$ cat src/rtl/pkt_frame_fsm_if.sv
// pkt_frame_fsm_if
//   Beat-qualifier bundle for one valid-qualified packet stream.
//   valid : beat qualifier, head/tail are ignored while low
//   head  : first beat of a packet
//   tail  : last beat of a packet
//   master drives the stream, slave (the framing FSM) observes it.
interface pkt_frame_fsm_if;
  logic valid;
  logic head;
  logic tail;

  modport master (output valid, output head, output tail);
  modport slave  (input  valid, input  head, input  tail);
endinterface

$ cat src/rtl/pkt_frame_fsm.sv
// pkt_frame_fsm
//   Packet-framing FSM that tracks head/data/tail beats on one valid-qualified
//   stream. It counts beats, enforces a maximum packet length, detects and
//   reports protocol errors, and counts completed packets (saturating).
//   msg_ip gates downstream capture; the err/stat outputs feed status regs.
//
// Optional feature: define FRAME_TIMEOUT_EN to abort a packet that stalls
// for TIMEOUT_CYC consecutive idle cycles inside HEAD/DATA.
//
// Ports
//   clock     in   rising-edge clock
//   reset     in   asynchronous, active-high reset
//   bus       in   stream beat bundle (valid/head/tail), slave modport
//   state_o   out  3      IDLE=000 HEAD=001 DATA=010 TAIL=011 ERR=100
//   msg_ip    out  1      packet in progress (HEAD, DATA or TAIL)
//   beat_cnt  out  LEN_W  beats accepted in current/last packet
//   pkt_done  out  1      pulse on the cycle the FSM enters TAIL
//   pkt_err   out  1      pulse on any protocol error
//   err_code  out  3      last error: 001 STRAY 010 RESTART 011 OVERLONG 100 TIMEOUT
//   pkt_count out  CNT_W  completed packets, saturating at all-ones
//
// States
//   state | meaning
//   IDLE  | no packet open, waiting for a head beat
//   HEAD  | head beat accepted, packet open
//   DATA  | at least one body beat accepted, packet open
//   TAIL  | tail beat accepted this cycle, packet complete
//   ERR   | one-cycle abort after overlong/timeout, inputs ignored
module pkt_frame_fsm #(
  parameter int unsigned MAX_LEN     = 16,
  parameter int unsigned LEN_W       = 5,
  parameter int unsigned CNT_W       = 16,
  parameter int unsigned TIMEOUT_CYC = 8
) (
  input  logic                 clock,
  input  logic                 reset,
  pkt_frame_fsm_if.slave       bus,
  output logic [2:0]           state_o,
  output logic                 msg_ip,
  output logic [LEN_W-1:0]     beat_cnt,
  output logic                 pkt_done,
  output logic                 pkt_err,
  output logic [2:0]           err_code,
  output logic [CNT_W-1:0]     pkt_count
);

  typedef enum logic [2:0] {
    ST_IDLE = 3'b000,
    ST_HEAD = 3'b001,
    ST_DATA = 3'b010,
    ST_TAIL = 3'b011,
    ST_ERR  = 3'b100
  } state_e;

  localparam logic [2:0] ERR_STRAY    = 3'b001;
  localparam logic [2:0] ERR_RESTART  = 3'b010;
  localparam logic [2:0] ERR_OVERLONG = 3'b011;
  localparam logic [2:0] ERR_TIMEOUT  = 3'b100;

  if (MAX_LEN < 2 || MAX_LEN > ((1 << LEN_W) - 1) || TIMEOUT_CYC < 1) begin : g_param_check
    $error("pkt_frame_fsm: MAX_LEN must be >=2 and fit LEN_W; TIMEOUT_CYC must be >=1");
  end

  logic valid_i;
  logic head_i;
  logic tail_i;

  assign valid_i = bus.valid;
  assign head_i  = bus.head;
  assign tail_i  = bus.tail;

  state_e             state_q, state_d;
  logic [LEN_W-1:0]   beat_cnt_q, beat_cnt_d;
  logic               msg_ip_q, msg_ip_d;
  logic               pkt_done_q, pkt_done_d;
  logic               pkt_err_q, pkt_err_d;
  logic [2:0]         err_code_q, err_code_d;
  logic [CNT_W-1:0]   pkt_count_q, pkt_count_d;

  logic               err_hit;
  logic [2:0]         err_kind;
  logic [LEN_W-1:0]   cnt_inc;

  assign cnt_inc = beat_cnt_q + LEN_W'(1);

`ifdef FRAME_TIMEOUT_EN
  // Idle-gap timer: down-counter reloaded to TIMEOUT_CYC whenever a beat
  // arrives or the packet is not open; terminal count 1 on an idle cycle
  // means this is the TIMEOUT_CYC-th consecutive idle cycle.
  localparam int unsigned GAP_W = $clog2(TIMEOUT_CYC + 1);
  logic [GAP_W-1:0] gap_q, gap_d;
`endif

  // State and registered outputs
  always_ff @(posedge clock or posedge reset) begin
    if (reset) begin
      state_q     <= ST_IDLE;
      beat_cnt_q  <= '0;
      msg_ip_q    <= 1'b0;
      pkt_done_q  <= 1'b0;
      pkt_err_q   <= 1'b0;
      err_code_q  <= 3'b000;
      pkt_count_q <= '0;
`ifdef FRAME_TIMEOUT_EN
      gap_q       <= GAP_W'(TIMEOUT_CYC);
`endif
    end else begin
      state_q     <= state_d;
      beat_cnt_q  <= beat_cnt_d;
      msg_ip_q    <= msg_ip_d;
      pkt_done_q  <= pkt_done_d;
      pkt_err_q   <= pkt_err_d;
      err_code_q  <= err_code_d;
      pkt_count_q <= pkt_count_d;
`ifdef FRAME_TIMEOUT_EN
      gap_q       <= gap_d;
`endif
    end
  end

  // Next-state and error detection
  always_comb begin
    state_d  = state_q;
    err_hit  = 1'b0;
    err_kind = ERR_STRAY;
`ifdef FRAME_TIMEOUT_EN
    gap_d    = GAP_W'(TIMEOUT_CYC);
`endif
    case (state_q)
      ST_IDLE, ST_TAIL: begin
        state_d = ST_IDLE;
        if (valid_i) begin
          if (head_i) begin
            state_d = tail_i ? ST_TAIL : ST_HEAD;
          end else begin
            err_hit  = 1'b1;
            err_kind = ERR_STRAY;
          end
        end
      end
      ST_HEAD, ST_DATA: begin
        if (!valid_i) begin
`ifdef FRAME_TIMEOUT_EN
          if (gap_q == GAP_W'(1)) begin
            state_d  = ST_ERR;
            err_hit  = 1'b1;
            err_kind = ERR_TIMEOUT;
          end else begin
            gap_d = gap_q - GAP_W'(1);
          end
`endif
        end else if (head_i) begin
          // Restart wins over tail and overlong; the new packet just opens.
          state_d  = ST_HEAD;
          err_hit  = 1'b1;
          err_kind = ERR_RESTART;
        end else if (tail_i) begin
          // Tail on beat MAX_LEN is legal, so it is checked before overlong.
          state_d = ST_TAIL;
        end else if (cnt_inc == LEN_W'(MAX_LEN)) begin
          state_d  = ST_ERR;
          err_hit  = 1'b1;
          err_kind = ERR_OVERLONG;
        end else begin
          state_d = ST_DATA;
        end
      end
      ST_ERR: begin
        state_d = ST_IDLE;
      end
      default: begin
        state_d = ST_IDLE;
      end
    endcase
  end

  // Output next values
  always_comb begin
    beat_cnt_d = beat_cnt_q;
    case (state_q)
      ST_IDLE, ST_TAIL: begin
        if (valid_i && head_i) beat_cnt_d = LEN_W'(1);
      end
      ST_HEAD, ST_DATA: begin
        if (valid_i) beat_cnt_d = head_i ? LEN_W'(1) : cnt_inc;
      end
      default: begin
        beat_cnt_d = '0;
      end
    endcase

    msg_ip_d   = (state_d == ST_HEAD) || (state_d == ST_DATA) || (state_d == ST_TAIL);
    // TAIL never holds for two cycles without a new packet, so every cycle
    // whose next state is TAIL is a fresh completion.
    pkt_done_d = (state_d == ST_TAIL);

    pkt_count_d = pkt_count_q;
    if (pkt_done_d && (pkt_count_q != {CNT_W{1'b1}})) begin
      pkt_count_d = pkt_count_q + CNT_W'(1);
    end

    pkt_err_d  = err_hit;
    err_code_d = err_hit ? err_kind : err_code_q;
  end

  assign state_o   = state_q;
  assign msg_ip    = msg_ip_q;
  assign beat_cnt  = beat_cnt_q;
  assign pkt_done  = pkt_done_q;
  assign pkt_err   = pkt_err_q;
  assign err_code  = err_code_q;
  assign pkt_count = pkt_count_q;

endmodule

$ cat src/flat_wrapper.sv
// flat-port wrapper written by rule: the top's interface ports become plain ports
module pkt_frame_fsm_flat 
#(
  parameter int unsigned MAX_LEN     = 16,
  parameter int unsigned LEN_W       = 5,
  parameter int unsigned CNT_W       = 16,
  parameter int unsigned TIMEOUT_CYC = 8
)
  (clock, reset, state_o, msg_ip, beat_cnt, pkt_done, pkt_err, err_code, pkt_count, bus_valid, bus_head, bus_tail);
  pkt_frame_fsm_if bus_i ();
  input  logic clock;
  input  logic reset;
  output logic [2:0] state_o;
  output logic msg_ip;
  output logic [LEN_W-1:0] beat_cnt;
  output logic pkt_done;
  output logic pkt_err;
  output logic [2:0] err_code;
  output logic [CNT_W-1:0] pkt_count;
  input wire logic [$bits(bus_i.valid)-1:0] bus_valid;
  input wire logic [$bits(bus_i.head)-1:0] bus_head;
  input wire logic [$bits(bus_i.tail)-1:0] bus_tail;
  assign bus_i.valid = bus_valid;
  assign bus_i.head = bus_head;
  assign bus_i.tail = bus_tail;
  pkt_frame_fsm #(.MAX_LEN(MAX_LEN), .LEN_W(LEN_W), .CNT_W(CNT_W), .TIMEOUT_CYC(TIMEOUT_CYC)) u_core (.clock(clock), .reset(reset), .bus(bus_i), .state_o(state_o), .msg_ip(msg_ip), .beat_cnt(beat_cnt), .pkt_done(pkt_done), .pkt_err(pkt_err), .err_code(err_code), .pkt_count(pkt_count));
endmodule
$ cat config.mk
export PLATFORM = sky130hd
export DESIGN_NAME = pkt_frame_fsm_flat
export DESIGN_NICKNAME = d
export VERILOG_FILES = /design/src/rtl/pkt_frame_fsm_if.sv /design/src/rtl/pkt_frame_fsm.sv /design/src/flat_wrapper.sv
export SDC_FILE = /design/constraint.sdc
export NUM_CORES = 1
export LEC_CHECK = 0
export CAP_MARGIN = 20
export CORE_MARGIN = 8
export CORE_UTILIZATION = 45
export DETAILED_ROUTE_END_ITERATION = 10
export GPL_TIMING_DRIVEN = 0
export PLACE_DENSITY = 0.73
export SYNTH_ARGS = -nofsm -noshare
export SYNTH_HDL_FRONTEND = slang
export SYNTH_SLANG_ARGS = --single-unit
export TNS_END_PERCENT = 50
$ cat constraint.sdc
create_clock -name clock -period 4.61 [get_ports clock]
set_input_delay 0.922 -clock clock [delete_from_list [all_inputs] [get_ports clock]]
set_output_delay 0.922 -clock clock [all_outputs]
set_load 0.05 [all_outputs]
# --- Yosys cells after proc, flatten, opt, wreduce, memory -nomap -nowiden ---
# Cells that the tools add are included.
totals:
  in_bits: 5
  elab_cells: 51
  output_inout_bits: 30
  regBits: 30
classes:
  mux: 24
  eq_ne: 10
  n_addsub: 2
  n_reduce_logical: 8
ops:
  columns: ["cell", "count"]
  rows:
  - ["$mux W3", 10]
  - ["$add A16 B1 Y16 const B", 1]
  - ["$ne A16 B16 Y1 const B", 1]
  - ["$mux W5", 3]
  - ["$eq A3 B2 Y1 const B", 4]
  - ["$pmux W5 S2", 1]
  - ["$eq A3 B1 Y1 const B", 2]
  - ["$mux W1", 6]
  - ["$pmux W3 S2", 1]
  - ["$add A5 B1 Y5 const B", 1]
  - ["$eq A5 B5 Y1 const B", 1]
  - ["$mux W2", 2]
  - ["$reduce_or A2 Y1", 2]
  - ["$logic_not A3 Y1", 1]
  - ["$logic_and A1 B1 Y1", 2]
  - ["$logic_or A1 B1 Y1", 2]
  - ["$ne A2 B1 Y1 const B", 1]
  - ["$ne A2 B2 Y1 const B", 1]
  - ["$pmux W1 S2", 1]
  - ["$reduce_and A2 Y1", 1]

# --- Depth between registers and ports, before layout ---
logic_depth:
  ltp_word: 10
  mapped_depth: 6
  depth_no_buf: 5

# --- Worst setup path before layout ---
# OpenSTA, ideal clock, no wires.
synth_path:
  kind: "input port to flip-flop"
  from: "in bus_head"
  to: "reg u_core.pkt_count_q[1] (netlist: u_core.pkt_count[1])"
  path_stages: 4
  path_slack_ns: 2.640
  arrival_time_ns: 1.845
  t_required_ns: 4.485
  setup_time_ns: 0.125
  n_path_buf: 0
  path_cell_list: "xor3_1 and2_4 a21boi_4 mux2_2"
synth_between:
  elab_chain_cells: 5
  elab_cells_between_ends: 7
  classes_between: "eq/ne: 1; mux: 5; reduce/logical: 1"
synth_rtl:
  columns: ["item", "line_no", "rtl"]
  rows:
  - ["start, declared", "flat_wrapper.sv:21", "input wire logic [$bits(bus_i.head)-1:0] bus_head;"]
  - ["$mux W3 (on tied branches)", "pkt_frame_fsm.sv:152, pkt_frame_fsm.sv:133", null]
  - ["$mux W3 (on tied branches)", "pkt_frame_fsm.sv:142, pkt_frame_fsm.sv:132", null]
  - ["$pmux W3 S2 *", "pkt_frame_fsm.sv:129", "case (state_q)"]
  - ["$eq A3 B2 Y1 *", "pkt_frame_fsm.sv:195", "pkt_done_d = (state_d == ST_TAIL);"]
  - ["named net u_core.pkt_done_d", "pkt_frame_fsm.sv:75", "logic pkt_done_q, pkt_done_d;"]
  - ["$logic_and A1 B1 Y1 *", "pkt_frame_fsm.sv:198", "if (pkt_done_d && (pkt_count_q != {CNT_W{1'b1}})) begin"]
  - ["end signal, assigned", "pkt_frame_fsm.sv:114", "pkt_count_q <= pkt_count_d;"]
  - ["end, declared", "pkt_frame_fsm.sv:78", "logic [CNT_W-1:0] pkt_count_q, pkt_count_d;"]
# The timed path passes the listed nets; every way through them passes the cells marked *.
# A chain may end at the register's enable or synchronous reset.

# --- Worst setup path after layout ---
layout_path:
  from: "reg u_core.state_q[1] (netlist: u_core.state_o[1])"
  to: "out state_o[1]"
layout_rtl:
  columns: ["item", "line_no", "rtl"]
  rows:
  - ["start, declared", "pkt_frame_fsm.sv:72", "state_e state_q, state_d;"]
  - ["start signal, assigned", "pkt_frame_fsm.sv:108", "state_q <= state_d;"]
  - ["end, declared", "flat_wrapper.sv:13", "output logic [2:0] state_o;"]
# No word-level cell between the ends.

==> impl_metrics.toml <==
[routing]
first_pass_iters = 4
viasPerCell = 5.23
drcViolationCount = 0
routed_wl_um = 3410
drt_iter0_drc = 102
antenna_left = 0
num_vias = 1302
wl_per_cell_um = 13.7

[synthesis]
synth_top_area_share = 0.469
seq_area_frac_synth = 0.469
netlist_instances = 161
yosysTopAreaCell = "dfrtp_1"
synth_edf_count = 0
synth_nets = 169
synth_area_leaders = "dfrtp_1 47%, xnor2_1 6.2%, nand2_1 4.1%, nor2_1 4.1%, a21oi_1 3.2%"
synth_cell_types = 39
syn_area_per_cell_sq_um = 9.61
ys_ff_latch = 29
async_flop_share = 1.00
synth_area_sq_um = 1550
synth-main-ff-cell = "dfrtp_1"
ys_warn_count = 0

[place]
dp_worst_setup_slack_ps = 1960
gp_congestion = 0.842
dpl_cell_area_sq_um = 1930
dpl.hpwl_um = 2510
port_buffers = 33
placed_cells = 240

[setup_path]
end_kind = "primary output"
critPathMaxFanout = 6
critical_path.cell_chain = "clkdlybuf4s50_1"
cp_data_arrival_time_ps = 1670
worst_setup_path_start_kind = "flip-flop"
cp_top_family = "buffers and inverters"
required_ps = 3690
cp_slowest_cell = "clkdlybuf4s50_1"
crit_buf_inv = 1
cp_slowest_stage_delay_ps = 860
worstSetupPathType = "reg2out"

[floorplanning]
num_io_pins = 35
start_util = 0.467
die_h_um = 74.6
coreArea_sq_um = 3310
die_area_sq_um = 5570
fp-row-count = 21
die_w_um = 74.6

[sta]
worst_slack_ps = 2020
worst_slew_pin_slew_ps = 508
period_minus_slack_ps = 2590
skew_ps = 7.29
finalSetupTns_ps = 0
setup_viol = 0
hold_viol = 0
min_period_over_period = 0.562
slew_viol_final = 0
slew-limit-headroom = 0.660
fmax_mhz = 386
rsz0062_at_grt = "no"

[global_route]
grt_pass1_wl_um = 5660
antenna_found_initial = 0
grtUsageTotal = 0.133
grt_max_degree = 30
grt_pass1_vias = 1239
overflow = 0

[finish]
antennaDiodeCount = 0
final_area_sq_um = 2030
final_common_cell = "clkdlybuf4s50_1"
drive_gt1_frac = 0.0887
nNetsFinal = 210
final_cell_mix = "33 x clkdlybuf4s50_1, 29 x dfrtp_1, 17 x nor2_1, 17 x nand2_1, 11 x xnor2_1"
syn2layout_area_growth_pct = 31.4
fin_cells = 249

[clocking]
cts_resized = 0
root_buffer = "clkbuf_4"
cts_setup_buffers = 0
numClockSinks = 29
cts_buffers = 5
clock_latency_ps = 330
cts_htree_levels = 2
cts_tree = "done"
clockBufferDepth = 2
path_clk_slew_ps = 80
ctsHoldBuffers = 0

[power_and_ir_drop]
power.leakage_nw = 0.897
p_per_area_nw_per_um2 = 573
ir_drop_uv = 444

[run]
maxCapViolations = 0

[outcome]
outcome = "finished, final reports clean"

[worst_hold_path]
hold_class = "reg2reg"
sequential cells by signal (all words and copies together), names as in the netlist:
register          cells
u_core.pkt_err        1
u_core.msg_ip         1
u_core.beat_cnt       5
u_core.err_code       2
u_core.pkt_count     16
u_core.pkt_done       1
u_core.state_o        3
path summary, 6_finish.rpt:
check / slack, ps / depth (start not counted) / start / end
min reg2reg: 500 / 1 / u_core.pkt_count[11] / u_core.pkt_count[11]
min: 500 / 1 / u_core.pkt_count[11] / u_core.pkt_count[11]
max reg2reg: 2790 / 4 / u_core.state_o[0] / u_core.pkt_count[1]
min in group asynchronous: 840 / 2 / reset / u_core.beat_cnt[2]
max: 2020 / 1 / u_core.state_o[1] / state_o[1]
max in group asynchronous: 3340 / 3 / reset / u_core.pkt_err
cell usage after synthesis, drive strengths merged, types with 2 or more instances:
| cell type | instances |
|---|---|
| nand2 | 17 |
| nand2b | 5 |
| xnor2 | 11 |
| and4 | 2 |
| nand4 | 6 |
| inv | 3 |
| ha | 3 |
| nand3 | 9 |
| and2 | 3 |
| mux2i | 2 |
| a21oi | 10 |
| dfrtp | 29 |
| mux2 | 2 |
| nor4 | 2 |
| and3 | 3 |
| clkbuf | 4 |
| o21ai | 8 |
| xor2 | 5 |
| nor2 | 17 |
| nor3 | 3 |
| and3b | 2 |
worst register-to-register path, cell delays in order, from the launching register on:
cell and delay, ps:
dfrtp_1 470, xor3_1 430, and2_4 160, a21boi_4 290, mux2_2 360
cell type report:
cell class / instances / area (sq um)
fill: 292 / 1280
multi-input combinational: 124 / 787
sequential: 29 / 726
timing repair buffer: 34 / 358
clock buffer: 7 / 65.1
tap: 46 / 57.6
buffer: 5 / 22.5
inverter: 3 / 11.3
clock inverter: 1 / 5.00
power by group:
group	leakage, nW	internal, mW	switching, mW
clock network	0.0413	0.0882	0.0891
logic	0.472	0.225	0.376
registers	0.383	0.313	0.0723
total	0.897	0.627	0.537
stage by stage:
| step | total power [mW] | utilization | hold slack, ps |
|---|---|---|---|
| global placement | 0.979 | 0.584 | 480 |
| finish | 1.16 | 0.614 | 496 |
| floorplan | 0.809 | - | 791 |
| detailed placement | 0.992 | 0.584 | 486 |
| global route | 1.23 | 0.614 | 521 |
| CTS | 1.17 | 0.605 | 502 |
logic make-up after synthesis:
family / share of synthesized area
AND/OR/NAND/NOR: 0.250
flip-flops: 0.469
AO/OA/AOI/OAI: 0.0987
XOR/XNOR: 0.106
buffers and inverters: 0.0218
multiplexers: 0.0275
adder cells (fa/ha/maj): 0.0243
other: 0.00242
per-layer routing:
metal | wire length (um) | up-vias | global-route usage
li1 | - | 641 | -
met1 | 1480 | 621 | 0.149
met2 | 1560 | 35 | 0.210
met3 | 308 | 5 | 0.0679
met4 | 55 | 0 | 0.0565
met5 | 0 | - | 0
No activity file was read; power rests on OpenSTA's default activity.
